===== src/rtl/vga_sync_decoder_if.sv =====
// vga_sync_decoder_if: sync inputs and decoded outputs; master drives syncs, slave decodes
interface vga_sync_decoder_if;
    logic       hsync;
    logic       vsync;
    logic       activevideo;
    logic [9:0] x_px;
    logic [9:0] y_px;
    logic       pixel_valid;
    logic       frame_start;
    logic [9:0] line_len;
    logic [9:0] frame_lines;
    logic       locked;
    logic       sync_err;
    modport master (
        output hsync, vsync, activevideo,
        input  x_px, y_px, pixel_valid, frame_start, line_len, frame_lines, locked, sync_err
    );
    modport slave (
        input  hsync, vsync, activevideo,
        output x_px, y_px, pixel_valid, frame_start, line_len, frame_lines, locked, sync_err
    );
endinterface


===== src/rtl/vga_sync_decoder.sv =====
// vga_sync_decoder: recovers pixel coordinates and timing lock from VGA syncs (px_clk, reset sync high; bus carries syncs in, x/y/valid/frame_start/line_len/frame_lines/locked/sync_err out)
module vga_sync_decoder #(
    parameter int MAX_CNT = 1023
) (
    input logic px_clk,
    input logic reset,
    vga_sync_decoder_if.slave bus
);
    localparam logic [1:0] UNLOCKED = 2'd0;
    localparam logic [1:0] MEASURE  = 2'd1;
    localparam logic [1:0] LOCKED   = 2'd2;
    localparam logic [9:0] MAX      = 10'(MAX_CNT);

    // {hsync, vsync, activevideo}; idle value keeps reset from forming false edges
    logic [2:0]  s1_q, s1_d, s2_q, s2_d;
    logic [9:0]  h_cnt_q, h_cnt_d, v_cnt_q, v_cnt_d, y_cnt_q, y_cnt_d, xc_q, xc_d;
    logic        h_seen_q, h_seen_d, pv_q, pv_d, have_len_q, have_len_d;
    logic [1:0]  state_q, state_d;
    logic [9:0]  line_len_q, line_len_d, frame_lines_q, frame_lines_d;
    logic        pixel_valid_q, pixel_valid_d, frame_start_q, frame_start_d, sync_err_q, sync_err_d;
    logic [9:0]  x_px_q, x_px_d, y_px_q, y_px_d;
    logic        hs_fall, vs_fall, av_rise, av_fall, per_v, per_bad, lock_err;
    logic [10:0] period;

    always_comb begin
        hs_fall  = s2_q[2] & ~s1_q[2];
        vs_fall  = s2_q[1] & ~s1_q[1];
        av_rise  = s1_q[0] & ~s2_q[0];
        av_fall  = s2_q[0] & ~s1_q[0];
        s1_d     = {bus.hsync, bus.vsync, bus.activevideo};
        s2_d     = s1_q;
        // period is only meaningful once a previous falling edge has been seen
        period   = {1'b0, h_cnt_q} + 11'd1;
        per_v    = hs_fall & h_seen_q;
        per_bad  = per_v && period != {1'b0, line_len_q};
        lock_err = per_bad || (vs_fall && v_cnt_q != frame_lines_q) || h_cnt_q == MAX;
        h_seen_d = h_seen_q | hs_fall;
        h_cnt_d  = hs_fall ? 10'd0 : h_cnt_q == MAX ? h_cnt_q : h_cnt_q + 10'd1;
        // a coincident hsync edge belongs to the new frame as its first line
        v_cnt_d  = vs_fall ? (hs_fall ? 10'd1 : 10'd0) :
                   (hs_fall && v_cnt_q != MAX) ? v_cnt_q + 10'd1 : v_cnt_q;
        y_cnt_d  = vs_fall ? 10'd0 : av_fall ? y_cnt_q + 10'd1 : y_cnt_q;
        pv_d     = s1_q[0];
        xc_d     = av_rise ? 10'd0 : s1_q[0] ? xc_q + 10'd1 : xc_q;
        state_d       = state_q;
        have_len_d    = have_len_q;
        line_len_d    = line_len_q;
        frame_lines_d = frame_lines_q;
        sync_err_d    = 1'b0;
        case (state_q)
            UNLOCKED: begin
                if (vs_fall) begin
                    state_d    = MEASURE;
                    have_len_d = 1'b0;
                end
            end
            MEASURE: begin
                if (per_v && !have_len_q) begin
                    line_len_d = period[9:0];
                    have_len_d = 1'b1;
                end else if (per_bad) begin
                    state_d = UNLOCKED;
                end
                if (vs_fall && have_len_q && !per_bad) begin
                    state_d       = LOCKED;
                    frame_lines_d = v_cnt_q;
                end
            end
            LOCKED: begin
                if (lock_err) begin
                    state_d    = UNLOCKED;
                    sync_err_d = 1'b1;
                end
            end
            default: state_d = UNLOCKED;
        endcase
        // output stage: state_d lands in state_q on the same edge, so frame_start aligns with locked
        pixel_valid_d = pv_q;
        x_px_d        = pv_q ? xc_q : 10'd0;
        y_px_d        = pv_q ? y_cnt_q : 10'd0;
        frame_start_d = pv_q && xc_q == 10'd0 && y_cnt_q == 10'd0 && state_d == LOCKED;
    end

    always_ff @(posedge px_clk) begin
        if (reset) begin
            s1_q          <= 3'b110;
            s2_q          <= 3'b110;
            h_cnt_q       <= '0;
            h_seen_q      <= 1'b0;
            v_cnt_q       <= '0;
            y_cnt_q       <= '0;
            pv_q          <= 1'b0;
            xc_q          <= '0;
            state_q       <= UNLOCKED;
            have_len_q    <= 1'b0;
            line_len_q    <= '0;
            frame_lines_q <= '0;
            pixel_valid_q <= 1'b0;
            x_px_q        <= '0;
            y_px_q        <= '0;
            frame_start_q <= 1'b0;
            sync_err_q    <= 1'b0;
        end else begin
            s1_q          <= s1_d;
            s2_q          <= s2_d;
            h_cnt_q       <= h_cnt_d;
            h_seen_q      <= h_seen_d;
            v_cnt_q       <= v_cnt_d;
            y_cnt_q       <= y_cnt_d;
            pv_q          <= pv_d;
            xc_q          <= xc_d;
            state_q       <= state_d;
            have_len_q    <= have_len_d;
            line_len_q    <= line_len_d;
            frame_lines_q <= frame_lines_d;
            pixel_valid_q <= pixel_valid_d;
            x_px_q        <= x_px_d;
            y_px_q        <= y_px_d;
            frame_start_q <= frame_start_d;
            sync_err_q    <= sync_err_d;
        end
    end

    assign bus.x_px        = x_px_q;
    assign bus.y_px        = y_px_q;
    assign bus.pixel_valid = pixel_valid_q;
    assign bus.frame_start = frame_start_q;
    assign bus.line_len    = line_len_q;
    assign bus.frame_lines = frame_lines_q;
    assign bus.locked      = state_q == LOCKED;
    assign bus.sync_err    = sync_err_q;
endmodule


===== src/flat_wrapper.sv =====
// flat-port wrapper written by rule: the top's interface ports become plain ports
module vga_sync_decoder_flat 
#(
    parameter int MAX_CNT = 1023
)
  (px_clk, reset, bus_hsync, bus_vsync, bus_activevideo, bus_x_px, bus_y_px, bus_pixel_valid, bus_frame_start, bus_line_len, bus_frame_lines, bus_locked, bus_sync_err);
  vga_sync_decoder_if bus_i ();
  input logic px_clk;
  input logic reset;
  input wire logic [$bits(bus_i.hsync)-1:0] bus_hsync;
  input wire logic [$bits(bus_i.vsync)-1:0] bus_vsync;
  input wire logic [$bits(bus_i.activevideo)-1:0] bus_activevideo;
  output wire logic [$bits(bus_i.x_px)-1:0] bus_x_px;
  output wire logic [$bits(bus_i.y_px)-1:0] bus_y_px;
  output wire logic [$bits(bus_i.pixel_valid)-1:0] bus_pixel_valid;
  output wire logic [$bits(bus_i.frame_start)-1:0] bus_frame_start;
  output wire logic [$bits(bus_i.line_len)-1:0] bus_line_len;
  output wire logic [$bits(bus_i.frame_lines)-1:0] bus_frame_lines;
  output wire logic [$bits(bus_i.locked)-1:0] bus_locked;
  output wire logic [$bits(bus_i.sync_err)-1:0] bus_sync_err;
  assign bus_i.hsync = bus_hsync;
  assign bus_i.vsync = bus_vsync;
  assign bus_i.activevideo = bus_activevideo;
  assign bus_x_px = bus_i.x_px;
  assign bus_y_px = bus_i.y_px;
  assign bus_pixel_valid = bus_i.pixel_valid;
  assign bus_frame_start = bus_i.frame_start;
  assign bus_line_len = bus_i.line_len;
  assign bus_frame_lines = bus_i.frame_lines;
  assign bus_locked = bus_i.locked;
  assign bus_sync_err = bus_i.sync_err;
  vga_sync_decoder #(.MAX_CNT(MAX_CNT)) u_core (.px_clk(px_clk), .reset(reset), .bus(bus_i));
endmodule

===== config.mk =====
export PLATFORM = sky130hd
export DESIGN_NAME = vga_sync_decoder_flat
export DESIGN_NICKNAME = d
export VERILOG_FILES = /design/src/rtl/vga_sync_decoder_if.sv /design/src/rtl/vga_sync_decoder.sv /design/src/flat_wrapper.sv
export SDC_FILE = /design/constraint.sdc
export NUM_CORES = 1
export LEC_CHECK = 0
export BUFFER_PORTS_ARGS = -buffer_cell sky130_fd_sc_hd__buf_2
export CAP_MARGIN = 25
export CELL_PAD_IN_SITES_DETAIL_PLACEMENT = 0
export CELL_PAD_IN_SITES_GLOBAL_PLACEMENT = 1
export CORE_MARGIN = 10
export CORE_UTILIZATION = 40
export CTS_CLUSTER_SIZE = 30
export DETAILED_ROUTE_END_ITERATION = 6
export PLACE_DENSITY_LB_ADDON = 0.1
export SLEW_MARGIN = 20
export SYNTH_ARGS = -nofsm -noshare
export SYNTH_HDL_FRONTEND = slang
export SYNTH_SLANG_ARGS = --single-unit

===== constraint.sdc =====
create_clock -name px_clk -period 3.2 [get_ports px_clk]
set_input_delay 0.64 -clock px_clk [delete_from_list [all_inputs] [get_ports px_clk]]
set_output_delay 0.64 -clock px_clk [all_outputs]
set_load 0.05 [all_outputs]

# ---- After elaboration in Yosys (flattened, before gate mapping)
# Cells that the tools add are included.
dict set report totals {
  output_inout_bits 44
  register_bits 94
}
dict set report classes {
  addsub 5
  eq_ne 9
  reduce_logical 26
  n_mux 13
  n_bitwise 12
}
# op n
set ops {}
lappend ops {{$add A10 B1 Y10 const B} 4}
lappend ops {{$logic_not A10 Y1} 2}
lappend ops {{$mux W10} 2}
lappend ops {{$add A10 B1 Y11 const B} 1}
lappend ops {{$ne A11 B10 Y1} 1}
lappend ops {{$eq A10 B10 Y1 const B} 1}
lappend ops {{$mux W2} 5}
lappend ops {{$ne A10 B10 Y1} 1}
lappend ops {{$ne A10 B10 Y1 const B} 1}
lappend ops {{$reduce_or A2 Y1} 5}
lappend ops {{$logic_and A1 B1 Y1} 9}
lappend ops {{$not A1 Y1} 6}
lappend ops {{$pmux W2 S3} 1}
lappend ops {{$and A1 B1 Y1} 5}
lappend ops {{$eq A2 B2 Y1 const B} 2}
lappend ops {{$mux W1} 4}
lappend ops {{$ne A2 B1 Y1 const B} 2}
lappend ops {{$reduce_and A2 Y1} 2}
lappend ops {{$reduce_bool A2 Y1} 2}
lappend ops {{$reduce_and A3 Y1} 1}
lappend ops {{$eq A2 B1 Y1 const B} 1}
lappend ops {{$logic_not A1 Y1} 2}
lappend ops {{$logic_not A2 Y1} 1}
lappend ops {{$logic_or A1 B1 Y1} 2}
lappend ops {{other kinds (2)} 2}

# ---- Longest topological paths before layout
dict set report depth {
  word_depth 10
  mapped_depth 8
}

# ---- Worst setup path after synthesis
# Ideal clock, no wire load.
dict set report synth_timing {
  kind {reg-to-reg}
  from {reg u_core.line_len_q[0] (netlist: u_core.bus.line_len[0])}
  to {reg u_core.frame_lines_q[0] (netlist: u_core.bus.frame_lines[0])}
  setup_time_ns 0.129
  path_stages_with_launch 7
  t_required_ns 3.071
  arrival_ns 2.324
  period_less_slack_ns 2.453
  path_slack_ns 0.747
  cell_sequence {dfxtp_1 xnor2_1 a2111oi_4 nand4_2 or4b_4 nor3_4 o31ai_1}
}
dict set report synth_between {
  elab_chain_cells 5
}
# item line
set synth_lines {}
lappend synth_lines {{start: declaration} vga_sync_decoder.sv:19} ;# logic [9:0] line_len_q, line_len_d, frame_lines_q, frame_lines_d;
lappend synth_lines {{start signal: assignment} vga_sync_decoder.sv:114} ;# line_len_q <= line_len_d;
lappend synth_lines {{$ne A11 B10 Y1} vga_sync_decoder.sv:35} ;# per_bad = per_v && period != {1'b0, line_len_q};
lappend synth_lines {{$logic_and A1 B1 Y1} vga_sync_decoder.sv:35}
lappend synth_lines {{$logic_not A1 Y1} vga_sync_decoder.sv:64} ;# if (vs_fall && have_len_q && !per_bad) begin
lappend synth_lines {{$logic_and A1 B1 Y1} vga_sync_decoder.sv:64}
lappend synth_lines {{$reduce_and A2 Y1 (no line)} n/a}
lappend synth_lines {{end signal: assignment} vga_sync_decoder.sv:115} ;# frame_lines_q <= frame_lines_d;
lappend synth_lines {{end: declaration} vga_sync_decoder.sv:19}
# No other way between the ends.
# A chain may end at the register's enable or synchronous reset.

# ---- Worst setup path in the final report
dict set report layout_timing {
  from {reg u_core.h_cnt_q[0]}
  to {reg u_core.frame_lines_q[1] (netlist: u_core.bus.frame_lines[1])}
}
dict set report layout_between {
  elab_chain_cells 6
}
# item line
set layout_lines {}
lappend layout_lines {{start: declaration} vga_sync_decoder.sv:16} ;# logic [9:0] h_cnt_q, h_cnt_d, v_cnt_q, v_cnt_d, y_cnt_q, y_cnt_d, xc_q, xc_d;
lappend layout_lines {{start signal: assignment} vga_sync_decoder.sv:106} ;# h_cnt_q <= h_cnt_d;
lappend layout_lines {{$add A10 B1 Y11} vga_sync_decoder.sv:33} ;# period = {1'b0, h_cnt_q} + 11'd1;
lappend layout_lines {{$ne A11 B10 Y1} vga_sync_decoder.sv:35}
lappend layout_lines {{$logic_and A1 B1 Y1} vga_sync_decoder.sv:35}
lappend layout_lines {{$logic_not A1 Y1} vga_sync_decoder.sv:64}
lappend layout_lines {{$logic_and A1 B1 Y1} vga_sync_decoder.sv:64}
lappend layout_lines {{$reduce_and A2 Y1 (no line)} n/a}
# No other way between the ends.

==> results.cfg <==
[status]
status = completed

[cts]
cts_root_buf = clkbuf_8
cts_resized = 0
cts_setup_buffers = 0
path_clk_slew_ns = 0.10
cts_made_buffers = 9
cts.sinks = 93
clk_latency_ns = 0.36
holdBufCountCts = 0
cts_tree = done
htree_levels = 3
clock_tree.buffer_depth = 2

[floorplanning]
die_y_um = 122.9
boundaryPins = 49
rows = 37
coreArea_sq_um = 10320
dieArea_sq_um = 15120
initial_core_util = 0.4106
die_x_um = 122.9

[layout]
drive_gt1_frac = 0.1640
fin_nets = 512
antennaDiodeCount = 0
final_cell_area_sq_um = 4786
syn_to_final_growth_pct = 12.90
fin_util = 0.4636

[logic_synthesis]
ys_seq_area_frac = 0.4392
yosys-top-cells-count = dfxtp_1, nor2_1, xor2_1
netlist_instances = 463
ys_warn_count = 0
synth-edff-count = 0
ys_ff_latch = 93
synth.most_common_cell = dfxtp_1
synthTopCellsByArea = dfxtp_1, xor2_1, nor2_1
yosysTopAreaCellShare = 0.4392
synth_area_sq_um = 4239
synthArstFlopShare = 0
yosys.area.top_type = dfxtp_1
ys_types = 48
synth_ff_type = dfxtp_1
avgSynthCellArea_sq_um = 9.156
syn-num-nets = 474

[grt]
track_usage = 0.1286
grt_pass1_vias = 3058
antenna_found_initial = 0
grt_max_degree = 27
grt_pass1_wl_um = 15700
overflow = 0

[detailed_routing]
drc = 0
first_pass_iters = 4
vias = 3243
drt_iter0_drc = 202
detail_route.wl_per_cell_um = 14.65
totalWireLength_um = 9406
routed_via_density = 5.051
ant_nets = 0

[place]
dp_slack_ns = 0.5584
placed_area_sq_um = 4592
gp_congestion = 0.7852
hpwl_um = 6826
portBuffers = 48

[timing]
max_freq_ghz = 0.3801
hold_viol_final = 0
tns_ns = 0
grt_setup_unrepaired = no
clock_skew_ns = 0.01229
tightestPinTransition_ns = 0.7935
slew_headroom = 0.4710
finalSetupViolations = 0
fin_ws_ns = 0.5691
finalCriticalPeriod_ns = 2.631
slew_violations = 0
timing.final.crit_share = 0.8221

[worst_setup_path]
crit_path_start_kind = register
arrival_ns = 2.88
critical_path_class = register to register
end_kind = register
cp.required_ns = 3.45
crit_fanout = 8
reg2reg_slack_ns = 0.57

[power]
seqPwrFrac = 0.567
p_per_area_nw_per_um2 = 437.9
comb_power_share = 0.068
power_mw = 2.096
p_leak_nw = 2.007
vdd_drop_max_mv = 0.2007
p_int_mw = 1.527
p_clk_frac = 0.365
switching_power_uw = 568.3
p_sw_frac = 0.2712

[hold_path]
min_path_type = register to register

[flow_run]
maxCapViolations = 0
[metal layers]
layer | vias up | wire, um | share of wire | global-route usage
met1 | 1500 | 4735 | 0.50 | 0.1741
met4 | 0 | 105 | 0.011 | 0.05081
met5 | - | 0 | 0 | 0
li1 | 1676 | - | - | -
met3 | 9 | 431 | 0.046 | 0.02507
met2 | 58 | 4133 | 0.44 | 0.1975
[state kept, by name (all words and copies together), names as in the netlist]
name,count
u_core.bus.frame_lines,10
u_core.bus.frame_start,1
u_core.bus.line_len,10
u_core.bus.pixel_valid,1
u_core.bus.sync_err,1
u_core.bus.x_px,10
u_core.bus.y_px,10
u_core.h_cnt_q,10
u_core.h_seen_q,1
u_core.have_len_q,1
u_core.s1_q,3
u_core.s2_q,3
u_core.state_q,2
u_core.v_cnt_q,10
u_core.xc_q,10
u_core.y_cnt_q,10
[cells in the final DEF, fill, tap and decap left out, types with 17 or more instances in the layout]
cell and count:
xnor2_1 19, nand4_1 17, nand2_1 25, a21oi_1 18, nor2_1 64, and2_1 18
buf_2 48, mux2i_1 23, xor2_1 29, dfxtp_1 93
[kinds of logic after synthesis]
group | count (synthesis) | share of synthesized area
adders and majority gates | 6 | 0.01771
DFF | 93 | 0.4392
AOI/OAI and AO/OA | 59 | 0.09740
xor gates and xnor gates | 51 | 0.1154
buffers and inverters | 38 | 0.03513
muxes | 23 | 0.05431
and+or+nand+nor | 193 | 0.2409
[cell type report]
type	instances	area (sq um)
Sequential cell	93	1862
Inverter	11	41.29
Clock inverter	7	70.07
Tap cell	136	170.2
Fill cell	1001	5538
Clock buffer	9	123.9
Multi-Input combinational cell	332	2233
Timing Repair Buffer	54	285.3
[power by group through the flow]
stage | clock (mW) | combinational, mW | sequential (mW)
6_report | 0.764 | 0.143 | 1.19
5_1_grt | 0.839 | 0.159 | 1.19
4_1_cts | 0.793 | 0.145 | 1.19
3_5_place_dp | 0 | 0.145 | 1.22
3_3_place_gp | 0 | 0.144 | 1.22
2_1_floorplan | 0 | 0.0963 | 1.23
[path summary, 6_finish.rpt]
path                                                      from                                     end  depth (start not counted)
worst max-delay path            u_core.h_cnt_q[0]$_SDFFE_PP0N_  u_core.bus.frame_lines[1]$_SDFFE_PP0P_                          7
worst min-delay path                 u_core.s1_q[2]$_SDFF_PP1_               u_core.s2_q[2]$_SDFF_PP1_                          1
worst max register to register  u_core.h_cnt_q[0]$_SDFFE_PP0N_  u_core.bus.frame_lines[1]$_SDFFE_PP0P_                          7
worst min register to register       u_core.s1_q[2]$_SDFF_PP1_               u_core.s2_q[2]$_SDFF_PP1_                          1
[per-stage QoR]
step / hold WS [ns] / instances
after global placement: 0.4321 / 626
after global routing: 0.4462 / 642
after floorplan: 0.4178 / 463
after detailed placement: 0.4410 / 626
final: 0.4580 / 642
after CTS: 0.4436 / 642
[critical path: stages (launching register included)]
cell     delay, ns
dfxtp_1       0.38
ha_1          0.29
xnor2_1       0.30
xor2_1        0.20
nand4_2       0.17
or4b_4        0.62
nor3_4        0.42
o31ai_1       0.13
Power figures use the tool's default switching activity.
